`src/rtl/ter_pkg.sv`:
```
// rtl/ter_pkg.sv - shared BET trit codes, output-state type and width helper
package ter_pkg;

    localparam logic [1:0] BET_ZERO = 2'b00;
    localparam logic [1:0] BET_POS  = 2'b01;
    localparam logic [1:0] BET_NEG  = 2'b10;
    localparam logic [1:0] BET_INV  = 2'b11;

    typedef enum logic {
        OUT_EMPTY = 1'b0,
        OUT_HELD  = 1'b1
    } out_state_e;

    // Smallest signed width whose positive range exceeds the largest
    // magnitude an ntrits-digit balanced ternary word can reach.
    function automatic int ter_min_valw(input int ntrits);
        longint span;
        int     w;
        span = 1;
        for (int i = 0; i < ntrits; i++) begin
            span = span * 3;
        end
        span = (span - 1) / 2;
        w = 1;
        while ((longint'(1) << (w - 1)) <= span) begin
            w = w + 1;
        end
        return w;
    endfunction

endpackage

```
`src/rtl/ter_bet_decode.sv`:
```
// rtl/ter_bet_decode.sv - BET trit code to signed digit plus invalid flag
module ter_bet_decode
    import ter_pkg::*;
(
    input  logic              [1:0] trit,
    output logic signed       [1:0] digit,
    output logic                    invalid
);

    // Invalid codes decode to zero so they never disturb arithmetic.
    always_comb begin
        digit   = 2'sb00;
        invalid = 1'b0;
        case (trit)
            BET_ZERO: digit = 2'sb00;
            BET_POS:  digit = 2'sb01;
            BET_NEG:  digit = 2'sb11;
            default:  invalid = 1'b1;
        endcase
    end

endmodule

```
`src/rtl/ter_deser.sv`:
```
// rtl/ter_deser.sv - BET trit stream to parallel word with signed value
module ter_deser
    import ter_pkg::*;
#(
    parameter int NTRITS = 4,
    parameter int VALW   = 7
) (
    input  logic                  clk,
    input  logic                  rst,
    input  logic                  in_valid,
    output logic                  in_ready,
    input  logic [1:0]            in_trit,
    input  logic                  in_bit,
    output logic                  out_valid,
    input  logic                  out_ready,
    output logic [2*NTRITS-1:0]   out_word,
    output logic [NTRITS-1:0]     out_bits,
    output logic [VALW-1:0]       out_value,
    output logic                  out_err
);

    localparam int CNTW = $clog2(NTRITS);
    localparam logic [CNTW-1:0] CNT_LAST = CNTW'(NTRITS - 1);

    if (VALW < ter_min_valw(NTRITS)) begin : g_valw_check
        $error("ter_deser: VALW too small to hold every NTRITS-trit value");
    end

    logic signed [1:0]          dig;
    logic                       dig_inv;

    logic [CNTW-1:0]            cnt_q, cnt_d;
    logic [2*NTRITS-1:0]        word_q, word_d;
    logic [NTRITS-1:0]          bits_q, bits_d;
    logic signed [VALW-1:0]     acc_q, acc_d;
    logic                       err_q, err_d;
    out_state_e                 ostate_q, ostate_d;
    logic [2*NTRITS-1:0]        oword_q, oword_d;
    logic [NTRITS-1:0]          obits_q, obits_d;
    logic signed [VALW-1:0]     oval_q, oval_d;
    logic                       oerr_q, oerr_d;

    logic                       last_beat;
    logic                       accept;
    logic                       drain;
    logic signed [VALW-1:0]     dig_ext;
    logic signed [VALW-1:0]     acc_next;
    logic [2*NTRITS-1:0]        word_next;
    logic [NTRITS-1:0]          bits_next;

    ter_bet_decode u_decode (
        .trit    (in_trit),
        .digit   (dig),
        .invalid (dig_inv)
    );

    // Handshake qualifiers and the next assembled word/value for this beat.
    always_comb begin
        last_beat = (cnt_q == CNT_LAST);
        in_ready  = !(last_beat && (ostate_q == OUT_HELD) && !out_ready);
        accept    = in_valid && in_ready;
        drain     = (ostate_q == OUT_HELD) && out_ready;
        dig_ext   = {{(VALW-2){dig[1]}}, dig};
        acc_next  = (acc_q <<< 1) + acc_q + dig_ext;
        word_next = {word_q[2*NTRITS-3:0], in_trit};
        bits_next = {bits_q[NTRITS-2:0], in_bit};
    end

    // Collect beats; the last beat hands the word to the output stage while
    // a held word may be drained in the same cycle, so there is no bubble.
    always_comb begin
        cnt_d    = cnt_q;
        word_d   = word_q;
        bits_d   = bits_q;
        acc_d    = acc_q;
        err_d    = err_q;
        ostate_d = ostate_q;
        oword_d  = oword_q;
        obits_d  = obits_q;
        oval_d   = oval_q;
        oerr_d   = oerr_q;
        if (accept) begin
            if (last_beat) begin
                cnt_d    = '0;
                word_d   = '0;
                bits_d   = '0;
                acc_d    = '0;
                err_d    = 1'b0;
                oword_d  = word_next;
                obits_d  = bits_next;
                oval_d   = acc_next;
                oerr_d   = err_q | dig_inv;
                ostate_d = OUT_HELD;
            end else begin
                cnt_d    = cnt_q + CNTW'(1);
                word_d   = word_next;
                bits_d   = bits_next;
                acc_d    = acc_next;
                err_d    = err_q | dig_inv;
                if (drain) begin
                    ostate_d = OUT_EMPTY;
                end
            end
        end else if (drain) begin
            ostate_d = OUT_EMPTY;
        end
    end

    // State registers; reset drops any partial and any held word.
    always_ff @(posedge clk or posedge rst) begin
        if (rst) begin
            cnt_q    <= '0;
            word_q   <= '0;
            bits_q   <= '0;
            acc_q    <= '0;
            err_q    <= 1'b0;
            ostate_q <= OUT_EMPTY;
            oword_q  <= '0;
            obits_q  <= '0;
            oval_q   <= '0;
            oerr_q   <= 1'b0;
        end else begin
            cnt_q    <= cnt_d;
            word_q   <= word_d;
            bits_q   <= bits_d;
            acc_q    <= acc_d;
            err_q    <= err_d;
            ostate_q <= ostate_d;
            oword_q  <= oword_d;
            obits_q  <= obits_d;
            oval_q   <= oval_d;
            oerr_q   <= oerr_d;
        end
    end

    // Output ports come straight from the held-word registers.
    always_comb begin
        out_valid = (ostate_q == OUT_HELD);
        out_word  = oword_q;
        out_bits  = obits_q;
        out_value = oval_q;
        out_err   = oerr_q;
    end

endmodule
```
`config.mk`:
```
export PLATFORM = sky130hd
export DESIGN_NAME = ter_deser
export DESIGN_NICKNAME = d
export VERILOG_FILES = /design/src/rtl/ter_pkg.sv /design/src/rtl/ter_bet_decode.sv /design/src/rtl/ter_deser.sv
export SDC_FILE = /design/constraint.sdc
export NUM_CORES = 1
export LEC_CHECK = 0
export ABC_AREA = 1
export CORE_MARGIN = 1
export CORE_UTILIZATION = 60
export CTS_BUF_LIST = sky130_fd_sc_hd__clkbuf_4 sky130_fd_sc_hd__clkbuf_8
export DETAILED_ROUTE_END_ITERATION = 16
export PLACE_DENSITY_LB_ADDON = 0.25
export SYNTH_ARGS = -nofsm -noshare
export SYNTH_HDL_FRONTEND = slang
export SYNTH_HIERARCHICAL = 1
export SYNTH_SLANG_ARGS = --single-unit
```
`constraint.sdc`:
```
create_clock -name clk -period 5.7 [get_ports clk]
set_input_delay 0.855 -clock clk [delete_from_list [all_inputs] [get_ports clk]]
set_output_delay 0.855 -clock clk [all_outputs]
set_load 0.02 [all_outputs]
```
### Word-level counts from Yosys, hierarchy flattened

Cells that the tools add are included.

| word-level totals | value |
|---|---|
| register bits after elaboration | 40 |
| bits of input ports | 7 |
| output and inout port bits | 22 |
| logic and storage cells | 36 |

| cells by class | value |
|---|---|
| add/sub/neg operators | 3 |
| equality and inequality tests | 3 |
| multiplexer cells | 10 |
| bitwise gates (word level) | 1 |
| reduce and logical (&&, ||, !) cells | 9 |

Operator list:

| kind | count |
|---|---|
| adder 7 x 2 -> 7 bit | 1 |
| adder 7 bit | 1 |
| two-way mux 7 bit | 1 |
| two-way mux 6 bit | 1 |
| two-way mux 1 bit | 5 |
| == test 2 bit, second input constant | 2 |
| logical AND 1 bit | 4 |
| case mux 2 bit (2 select lines) | 1 |
| two-way mux 3 bit | 1 |
| OR reduction 3 bit | 1 |
| adder 2 x 1 -> 2 bit, second input constant | 1 |
| == test 2 x 1 -> 1 bit, second input constant | 1 |
| zero test 1 bit | 2 |
| zero test 2 bit | 1 |
| two-way mux 2 bit | 1 |
| AND reduction 2 bit | 1 |
| OR 1 bit | 1 |

### Longest topological paths before layout

| depth | value |
|---|---|
| word-level depth | 6 |
| mapped depth | 12 |
| gate-level depth less buffers | 12 |

### Modules after synthesis

The synthesis kept the hierarchy.

Modules (own cells, without submodules):

| module | instances | cells each | area an instance (µm²) | sequential area each (µm²) |
|---|---|---|---|---|
| ter_deser | 1 | 205 | 1946.9 | 1001.0 |
| ter_bet_decode | 1 | 4 | 32.5 | 0.0 |

### Least setup slack after synthesis

Ideal clock, no wire load.

| timing path | value |
|---|---|
| path type | input to register |
| start | in in_trit[0] |
| end | reg acc_q[5] |
| setup time | 0.126 ns |
| arrival | 2.747 ns |
| required time | 5.574 ns |
| slack | 2.827 ns |
| stages on the path | 9 |
| path buffers | 0 |
| cell sequence | inv_1 ha_1 fa_1 ha_1 fa_1 nand3_1 nand3b_1 nand2_1 o22ai_1 |

| on the way | value |
|---|---|
| word-level cells in the longest chain between the ends | 4 |
| elaborated cells on any way between the ends | 5 |
| those cells by class | 1 x add/sub; 2 x eq/ne; 2 x mux |

Ends and longest elaborated chain:

| item | line | text |
|---|---|---|
| from (decl) | ter_deser.sv:12 | `input logic [1:0] in_trit,` |
| == test 2 bit or == test 2 x 1 -> 1 bit (tied branches) | ter_bet_decode.sv:14 | `case (trit)` |
| case mux 2 bit (2 select lines) * | ter_bet_decode.sv:14 |  |
| net dig[1] | ter_deser.sv:29 | `logic signed [1:0] dig;` |
| adder 7 x 2 -> 7 bit * | ter_deser.sv:64 | `acc_next = (acc_q <<< 1) + acc_q + dig_ext;` |
| two-way mux 7 bit * | ter_deser.sv:83 | `if (last_beat) begin` |
| to (signal assigned) | ter_deser.sv:115 | `acc_q <= '0;` |
| to (signal assigned) | ter_deser.sv:126 | `acc_q <= acc_d;` |
| to (decl) | ter_deser.sv:35 | `logic signed [VALW-1:0] acc_q, acc_d;` |

The timed path passes the listed nets; every way through them passes the cells marked *.
A chain may end at the register's enable or synchronous reset.

### Worst setup path after layout

Same ends and word-level chain as after synthesis.

==> tab_implementation.tex <==
\begin{tabular}{lr}
\hline
Metric & Value \\
\hline
\multicolumn{2}{l}{\textbf{Yosys}} \\
Post-synth net total & 231 \\
Cells taking the most area after synthesis & sky130\_fd\_sc\_hd\_\_dfrtp\_1, sky130\_fd\_sc\_hd\_\_nand2\_1, sky130\_fd\_sc\_hd\_\_fa\_1, sky130\_fd\_sc\_hd\_\_ha\_1, sky130\_fd\_sc\_hd\_\_inv\_1 \\
Cells after Synth & approximately 210 \\
Biggest area consumer among synthesized cells & sky130\_fd\_sc\_hd\_\_dfrtp\_1 \\
Distinct cell type count of the synthesized netlist & 22 \\
Number of synthesis warnings & 6 \\
Flip-flop and latch count after synthesis & 40 \\
Part of the Yosys area used for sequential elements & 0.5057 \\
Yosys top cell area share & 0.5057 \\
Avg Inst Size Synth & 9.471 sq um \\
Mapped Area & 0.001979 sq mm \\
\multicolumn{2}{l}{\textbf{Power and ir drop}} \\
Largest voltage drop on the vdd net & 0.3979 mV \\
Power per Cell Area & $\sim$600 mW/mm\^{}2 \\
Leakage Power & around 0.0012 uW \\
Power after layout & between 1000 and 1500 uW \\
\multicolumn{2}{l}{\textbf{STA}} \\
Number of hold-slack violations in the final timing report & 0 \\
Setup total negative slack & 0 ns \\
Max-slew headroom & 0.6762 \\
Tightest hold margin & just under 0.5 ns \\
Final Max Slew Viols & 0 \\
Portion of the clock cycle consumed by the worst path in the final layout & 0.5553 \\
Fmax & 0.3159 GHz \\
Tmin final & about 3.2 ns \\
RSZ-0062 raised after global routing & false \\
Setup violators final & 0 \\
Final setup skew & between 0.009 and 0.01 ns \\
Slew at the pin closest to its max-slew limit & a little under 0.5 ns \\
\multicolumn{2}{l}{\textbf{Clock tree}} \\
Resized Gates After CTS & 0 \\
Root Buffer Master & sky130\_fd\_sc\_hd\_\_clkbuf\_4 \\
Sinks on the clock net & 40 \\
Clock latency at the later pin of the worst-skew pair & 0.36 ns \\
Post-CTS Hold Buffers & 0 \\
H-tree depth & 2 \\
Clock tree from TritonCTS & built \\
Clock buffers created by TritonCTS & 5 \\
Longest Clk Path Bufs & 2 \\
Clock transition at the registers of the reported paths & 0.13 ns \\
Buffers inserted during post-CTS setup optimization & 0 \\
\multicolumn{2}{l}{\textbf{Setup path}} \\
Critical Path, Cell by Cell & clkdlybuf4s50\_1 > inv\_1 > ha\_1 > fa\_1 > ha\_1 > fa\_1 > nand3\_1 > nand3b\_1 > nand2\_1 > o22ai\_1 \\
Crit-path leading delay family & adder cells \\
Stage delay of the slowest cell on the critical path & 0.53 ns \\
Element type at the critical path start & input pin \\
Slowest cell on the critical path & sky130\_fd\_sc\_hd\_\_fa\_1 \\
Worst endpoint required time & around 6.0 ns \\
Data arrival time of the critical path & approximately 3.4 ns \\
Category of the most critical setup path & in2reg \\
Count of buffer and inverter cells on the critical path & 2 \\
Slack of the worst reg-to-reg path & about 3.6 ns \\
Largest fanout on the critical path & 8 \\
Crit end category & flip-flop \\
\multicolumn{2}{l}{\textbf{Floorplan}} \\
Placement row count & 20 \\
Horizontal die dimension & approximately 59 um \\
Top-level I/O count & 29 \\
Die Span Y & just under 60 um \\
Area of the core region & about 0.0031 sq mm \\
Die area & 0.003533 sq mm \\
Initial core utilization & 0.6379 \\
\multicolumn{2}{l}{\textbf{GRT}} \\
Congestion Overflow GR & 0 \\
First-pass GRT wire length & about 6 mm \\
Pin count of the biggest net entering global routing & 42 \\
Total Routing Usage GR & 0.2401 \\
Via count of the first global-routing pass & approximately 1400 \\
Initial antenna violation count & 0 \\
\multicolumn{2}{l}{\textbf{Status}} \\
Result of the run & complete, no violations \\
\multicolumn{2}{l}{\textbf{Cells and area}} \\
Leading cell type in the layout, fill and taps excluded & sky130\_fd\_sc\_hd\_\_nand2\_1 \\
Area Overhead vs Synth & 18.58\% \\
Count of non-filler cells in the finished layout & $\sim$280 \\
Layout net count & about 260 \\
Antenna diode count & 0 \\
Area of all placed cells without fillers & between 0.002 and 0.0025 sq mm \\
Commonest cells after routing, fill and taps aside & sky130\_fd\_sc\_hd\_\_nand2\_1, sky130\_fd\_sc\_hd\_\_dfrtp\_1, sky130\_fd\_sc\_hd\_\_inv\_1 \\
Fraction of layout instances using a drive strength above 1 & 0.09167 \\
\multicolumn{2}{l}{\textbf{Placement}} \\
Final estimated routing congestion in global placement & just over 0.9 \\
Cell Count Post-Placement & 276 \\
DP Wirelength & between 2 and 3 mm \\
Area after DPL & between 0.002 and 0.0025 sq mm \\
Port buffer count & 28 \\
\multicolumn{2}{l}{\textbf{Drt}} \\
Detail Route Antenna Nets & 0 \\
Avg Vias per Cell & between 5 and 6 \\
Count of unresolved DRC violations after routing & 0 \\
Mean routed wirelength per cell & approximately 13 um \\
Number of detailed-route iterations in the first pass & 4 \\
Number of vias in the routed layout & 1471 \\
Violation count after the first detailed-routing iteration & 80 \\
Drt total wl & approximately 3.6 mm \\
\multicolumn{2}{l}{\textbf{Job}} \\
Max-capacitance violation count & 0 \\
\multicolumn{2}{l}{\textbf{Worst hold path}} \\
Type of the worst min-delay path & reg2reg \\
\hline
\end{tabular}
sequential cells by signal (all words and copies together) (netlist names):
register   flops
out_bits       4
out_value      7
acc_q          7
out_err        1
err_q          1
cnt_q          2
bits_q         3
out_word       8
out_valid      1
word_q         6
power by group:
| part | switching, uW | total (uW) | internal, uW | leakage [uW] |
|---|---|---|---|---|
| Sequential | 73.1 | 473 | 400 | 0.000509 |
| Clock | 99.0 | 204 | 105 | 0.0000484 |
| Combinational | 419 | 729 | 311 | 0.000637 |
| Total | 591 | 1410 | 816 | 0.00120 |
through the flow:
step                      setup slack [ns]  utilization
final                                2.535       0.7565
after global routing                 2.429       0.7565
after CTS                            2.554       0.7565
after detailed placement             2.153       0.7274
after global placement               2.221       0.7274
after floorplan                      2.827            -
worst min-delay path, cell delays in order (launching register included):
cell	delay [ns]
sky130_fd_sc_hd__dfrtp_1	0.37
sky130_fd_sc_hd__nand2_1	0.06
sky130_fd_sc_hd__o21ai_2	0.04
kinds of logic (layout without fill, tap and decap cells):
kind of cell,count (synthesis),count (layout),share of synthesized area
XOR/XNOR,2,2,0.008851
buffers and inverters,38,69,0.09481
AND/OR/NAND/NOR,76,76,0.1612
adder cells (fa/ha/maj),15,15,0.1176
AO/OA/AOI/OAI,38,38,0.1119
flip-flops,40,40,0.5057
cells in the mapped netlist:
| library cell | number |
|---|---|
| sky130_fd_sc_hd__fa_1 | 6 |
| sky130_fd_sc_hd__o22ai_1 | 10 |
| sky130_fd_sc_hd__xnor2_1 | 2 |
| sky130_fd_sc_hd__ha_1 | 9 |
| sky130_fd_sc_hd__nand3b_1 | 1 |
| sky130_fd_sc_hd__nand2_1 | 59 |
| sky130_fd_sc_hd__nor3_1 | 1 |
| sky130_fd_sc_hd__nand2_2 | 1 |
| sky130_fd_sc_hd__buf_6 | 4 |
| sky130_fd_sc_hd__nand3_1 | 5 |
| sky130_fd_sc_hd__nand2_4 | 2 |
| sky130_fd_sc_hd__buf_2 | 1 |
| sky130_fd_sc_hd__a21oi_1 | 3 |
| sky130_fd_sc_hd__o21ai_2 | 5 |
| sky130_fd_sc_hd__dfrtp_1 | 40 |
| sky130_fd_sc_hd__o21ai_0 | 20 |
| sky130_fd_sc_hd__inv_4 | 1 |
| sky130_fd_sc_hd__nor2_2 | 2 |
| sky130_fd_sc_hd__inv_2 | 2 |
| sky130_fd_sc_hd__nor2_1 | 5 |
| sky130_fd_sc_hd__inv_1 | 29 |
| sky130_fd_sc_hd__buf_8 | 1 |
path summary, 6_finish.rpt:
path                                         start                       to  cells past startpoint
min in group asynchronous                      rst  out_bits[1]$_DFFE_PP0P_                      3
setup reg to reg              acc_q[0]$_DFFE_PP0P_     acc_q[5]$_DFFE_PP0P_                      7
hold / removal             out_word[4]$_DFFE_PP0P_  out_word[4]$_DFFE_PP0P_                      2
setup / recovery                        in_trit[0]     acc_q[5]$_DFFE_PP0P_                     10
max in group asynchronous                      rst     acc_q[3]$_DFFE_PP0P_                      3
hold reg to reg            out_word[4]$_DFFE_PP0P_  out_word[4]$_DFFE_PP0P_                      2
area by class of cell:
| cell class | instances | area [sq um] |
|---|---|---|
| sequential | 40 | 1001 |
| multi-input combinational | 131 | 790.8 |
| fill | 229 | 755.7 |
| timing repair buffer | 29 | 287.8 |
| inverter | 32 | 122.6 |
| tap | 44 | 55.05 |
| clock buffer | 6 | 51.30 |
| clock inverter | 2 | 38.79 |
per-layer routing:
metal	GRT usage	up-vias	wire length, um
met2	0.3788	41	1732
met1	0.3079	702	1591
met4	0.1054	0	61
li1	-	720	-
met5	0	-	0
met3	0.06987	8	194
Power figures use the tool's default switching activity.
